### config.mk
export PLATFORM = sky130hd
export DESIGN_NAME = if_prefetch_stage
export DESIGN_NICKNAME = d
export VERILOG_FILES = /design/src/rtl/if_prefetch_stage.sv
export SDC_FILE = /design/constraint.sdc
export NUM_CORES = 1
export LEC_CHECK = 0
export CAP_MARGIN = 20
export CORE_UTILIZATION = 30
export DETAILED_ROUTE_END_ITERATION = 10
export GPL_TIMING_DRIVEN = 0
export PLACE_DENSITY = 0.56
export SYNTH_ARGS = -nofsm -noshare
export SYNTH_HDL_FRONTEND = slang
export SYNTH_SLANG_ARGS = --single-unit
### constraint.sdc
create_clock -name clk -period 6.4 [get_ports clk]
set_input_delay 0.64 -clock clk [delete_from_list [all_inputs] [get_ports clk]]
set_output_delay 0.64 -clock clk [all_outputs]
set_load 0.1 [all_outputs]
### src/rtl/if_prefetch_stage.sv
// Instruction-fetch prefetch queue: issues sequential reads to instruction memory
// and buffers {address + PC_STEP, instruction} pairs. Optional macro: IF_STALL_COUNT_EN.
module if_prefetch_stage #(
   parameter int ADDR_W  = 32,
   parameter int DATA_W  = 32,
   parameter int DEPTH   = 4,
   parameter int PC_STEP = 4
) (
   input  logic                         clk,
   input  logic                         rst,
   input  logic                         freeze,
   input  logic                         flush,
   input  logic                         Branch_Tacken,
   input  logic [ADDR_W-1:0]            Branch_Address,
   output logic                         imem_req,
   output logic [ADDR_W-1:0]            imem_addr,
   input  logic [DATA_W-1:0]            imem_rdata,
   input  logic                         imem_rvalid,
   output logic [ADDR_W-1:0]            PC,
   output logic [DATA_W-1:0]            Instruction,
   output logic                         valid,
   output logic [$clog2(DEPTH+1)-1:0]   count
`ifdef IF_STALL_COUNT_EN
   ,
   output logic [31:0]                  stall_count
`endif
);

   localparam int CNT_W = $clog2(DEPTH + 1);
   localparam int PTR_W = $clog2(DEPTH);
   localparam logic [CNT_W:0] DEPTH_V = (CNT_W + 1)'(DEPTH);

   logic [ADDR_W-1:0] fetch_pc;
   logic [ADDR_W-1:0] req_addr_p1;
   logic              req_vld_p1;
   logic [PTR_W-1:0]  wr_ptr;
   logic [PTR_W-1:0]  rd_ptr;
   logic [CNT_W-1:0]  cnt;
   logic [CNT_W:0]    occ;
   logic              kill;
   logic              push;
   logic              pop;

   logic [ADDR_W-1:0] q_pc  [DEPTH];
   logic [DATA_W-1:0] q_ins [DEPTH];

   // Occupancy includes the outstanding read so a returning response always has a slot.
   assign kill      = flush | Branch_Tacken;
   assign occ       = {1'b0, cnt} + {{CNT_W{1'b0}}, req_vld_p1};
   assign imem_req  = rst & ~kill & (occ < DEPTH_V);
   assign imem_addr = fetch_pc;

   assign push = rst & ~kill & imem_rvalid & req_vld_p1;
   assign pop  = rst & ~kill & valid & ~freeze;

   assign valid       = (cnt != '0);
   assign count       = cnt;
   assign PC          = valid ? q_pc[rd_ptr]  : '0;
   assign Instruction = valid ? q_ins[rd_ptr] : '0;

   // Stage p0 -> p1: request issue and queue control.
   always_ff @(posedge clk) begin
      if (!rst) begin
         fetch_pc    <= '0;
         req_vld_p1  <= 1'b0;
         req_addr_p1 <= '0;
         wr_ptr      <= '0;
         rd_ptr      <= '0;
         cnt         <= '0;
      end else begin
         req_vld_p1 <= imem_req;
         if (imem_req) begin
            req_addr_p1 <= fetch_pc;
            fetch_pc    <= fetch_pc + ADDR_W'(PC_STEP);
         end
         if (Branch_Tacken) begin
            fetch_pc <= Branch_Address;
         end
         if (kill) begin
            wr_ptr <= '0;
            rd_ptr <= '0;
            cnt    <= '0;
         end else begin
            if (push) wr_ptr <= wr_ptr + PTR_W'(1);
            if (pop)  rd_ptr <= rd_ptr + PTR_W'(1);
            case ({push, pop})
               2'b10:   cnt <= cnt + CNT_W'(1);
               2'b01:   cnt <= cnt - CNT_W'(1);
               default: cnt <= cnt;
            endcase
         end
      end
   end

   // Stage p1 -> queue: response capture (storage needs no reset, guarded by cnt).
   always_ff @(posedge clk) begin
      if (push) begin
         q_pc[wr_ptr]  <= req_addr_p1 + ADDR_W'(PC_STEP);
         q_ins[wr_ptr] <= imem_rdata;
      end
   end

`ifdef IF_STALL_COUNT_EN
   function automatic logic [31:0] sat_inc(input logic [31:0] v);
      return (v == '1) ? v : v + 32'd1;
   endfunction

   always_ff @(posedge clk) begin
      if (!rst) begin
         stall_count <= '0;
      end else if (valid && freeze) begin
         stall_count <= sat_inc(stall_count);
      end
   end
`endif

endmodule

==> results.toml <==
[synthesis]
yosysWarnings = 0
syn_area_sq_um = 13610
ys_types = 52
ys_ff_latch = 330
syn_avg_cell_area_sq_um = 14.77
async_flop_share_pct = 0
synth_area_leaders = "edfxtp_1 56%, dfxtp_1 11%, mux4_2 11%"
yosys.area.top_type_share_pct = 56.47
postSynthCellCount = 922
ys.flop_type = "edfxtp_1"
yosysTopAreaCell = "edfxtp_1"
synth_edf_count = 256
synth_fp_nets = 1000
ys_seq_area_share_pct = 67.35

[clock_network]
cts_buffer_depth = 3
cts_hold_buf = 0
post-cts-setup-buffers = 0
clk_latency_ps = 530
cts_tree = "done"
clk_pin_slew_ps = 60
cts.sinks = 330
numCtsBuffers = 37
cts-root-buf = "clkbuf_16"
cts_resized = 0
h-tree-depth = 2

[setup_path]
cp.depth = 7
cp_num_buf_inv = 5
rr_worst_depth = 6
critical_path_class = "input pin to primary output"
max_stage_delay_ps = 1260
path_max_fanout = 10
end_kind = "primary output"
required_ps = 5760
start_kind = "input pin"
cp_slowest_cell = "clkdlybuf4s50_1"
crit_chain = "clkdlybuf4s50_1 -> nor4b_2 -> nand2_1 -> inv_1 -> clkbuf_1 -> clkbuf_1 -> clkdlybuf4s50_1"
cp_top_family = "buffers and inverters"
arrival_ps = 3960

[min_path]
min_path_cells = 2
worstHoldPathType = "flip-flop to flip-flop"

[timing]
fin_crit_ps = 4603
rsz0062_at_grt = "false"
hold_viol_final = 0
fin_setup_tns_ps = 0
finalSetupViolCount = 0
worst_pin_slew_ps = 1119
fmax_mhz = 217.3
fin_crit_sh_pct = 71.92
drv_slew = 0
maxSlewHeadroom_pct = 25.16
fin_skew_ps = 19.31

[route]
wire_per_inst_um = 18.81
post-route-drc-count = 0
drt_iter0_markers = 681
drt_wl_total_um = 32940
firstDrtPassIters = 7
dr_total_vias = 8341
via_per_inst = 4.764
ant_nets = 0

[floorplanning]
die_h_um = 215.0
io-pin-count = 171
core_sq_um = 44510
rows = 77
initial_core_util_pct = 30.59
die_w_um = 215.0
dieArea_sq_um = 46240

[power]
max-vdd-ir-drop_mv = 0.1604
power_density_nw_per_um2 = 271.0
power_mw = 4.706
leakage_nw = 5.528

[global_route]
antenna_found_initial = 0
gr-total-overflow = 0
grt_start_max_net_pins = 52
grt_usage_pct = 14.30
grt_pass1_vias = 8527
grt_pass1_wl_um = 50920

[place]
place_area_sq_um = 16170
gp_congestion = 0.8417
place.port_buffers = 169
dp_hpwl_um = 22010

[final_layout]
finalNetCount = 1212
area_growth_pct = 27.55
nFillCells = 4205
antenna-diode-count = 0
layout-drive-gt1-share_pct = 12.60
fin_area_sq_um = 17370

[run]
maxCapViolCount = 0

[run_status]
status = "finished clean"
metrics by stage:
step / std cells / util, % / hold slack, ps / worst slack, ps
floorplan: 922 / - / 448.1 / 2681
global placement: 1683 / 36.05 / 470.4 / 900.7
detailed placement: 1687 / 36.32 / 468.3 / 1782
CTS: 1751 / 39.01 / 473.9 / 1771
global route: 1751 / 39.01 / 501.9 / 1589
finish: 1751 / 39.01 / 473.1 / 1797
routing by layer:
metal  GRT usage, %  share of wire, %  up-vias
met5              0                 0        -
met4          4.137               2.1        0
met3          3.057               5.7       48
met2          22.93                46      266
met1          19.47                46     4120
li1               -                 -     3907
area by class of cell:
class | instances | area (sq um) | area share (%)
clock buffer | 47 | 1006 | 5.793
inverter | 21 | 78.83 | 0.4539
clock inverter | 17 | 192.7 | 1.110
sequential | 330 | 9169 | 52.80
buffer | 51 | 211.5 | 1.218
timing repair buffer | 173 | 1802 | 10.38
multi-input combinational | 520 | 4165 | 23.99
tap | 592 | 740.7 | 4.265
tightest hold or removal path, cell delays in order, from the launching register on:
cell and delay, ps:
dfxtp_1 320, nand2_1 50, a21oi_1 50
where the power goes:
part / internal [mW] / leakage, nW / switching, mW
Sequential: 2.31 / 3.02 / 0.0300
Combinational: 0.0830 / 1.93 / 0.170
Clock: 1.27 / 0.581 / 0.837
Total: 3.67 / 5.53 / 1.04
synth_stat cells, drive strengths merged, types with 6 or more instances:
| cell | count |
|---|---|
| a21oi | 59 |
| and2 | 69 |
| and3 | 7 |
| buf | 16 |
| clkbuf | 35 |
| dfxtp | 74 |
| edfxtp | 256 |
| ha | 7 |
| inv | 20 |
| mux2 | 6 |
| mux4 | 64 |
| nand2 | 100 |
| nand3 | 34 |
| nand4 | 20 |
| nor2 | 31 |
| nor3 | 8 |
| nor4 | 12 |
| o21ai | 15 |
| xnor2 | 30 |
| xor2 | 14 |
logic make-up after synthesis:
| family | Yosys count | synth area share [%] |
|---|---|---|
| AO/OA/AOI/OAI | 98 | 4.163 |
| XOR/XNOR | 44 | 2.831 |
| AND/OR/NAND/NOR | 296 | 11.36 |
| adder cells (fa/ha/maj) | 8 | 0.7903 |
| flip-flops | 330 | 67.35 |
| multiplexers | 74 | 11.38 |
| buffers and inverters | 72 | 2.132 |
worst paths after layout:
check / from / slack, ps / endpoint
max: Branch_Tacken / 1800 / imem_req
min reg2reg: req_addr_p1[31] / 470 / req_addr_p1[31]
min: req_addr_p1[31] / 470 / req_addr_p1[31]
max reg2reg: req_addr_p1[9] / 3920 / q_pc[0][31]
layout by cell type, fill, tap and decap left out, types with 7 or more instances in the layout:
cell type / n
a21oi_1: 59
nor2_1: 31
edfxtp_1: 256
nand2_1: 100
buf_2: 10
xnor2_1: 30
dfxtp_1: 74
mux4_2: 64
and3_1: 7
inv_1: 20
o21ai_0: 12
xor2_1: 14
nand3_1: 34
nor3_1: 7
nor4_1: 9
clkdlybuf4s50_1: 169
clkbuf_16: 39
and2_1: 65
ha_1: 7
clkbuf_1: 43
nand4_1: 19
flip-flops by register name, summed over array words and instances (netlist names), named ones only:
name and count:
req_vld_p1 1, q_ins 128, count 3, req_addr_p1 32, rd_ptr 2, wr_ptr 2
imem_addr 32, q_pc 128
Power figures use the tool's default switching activity.
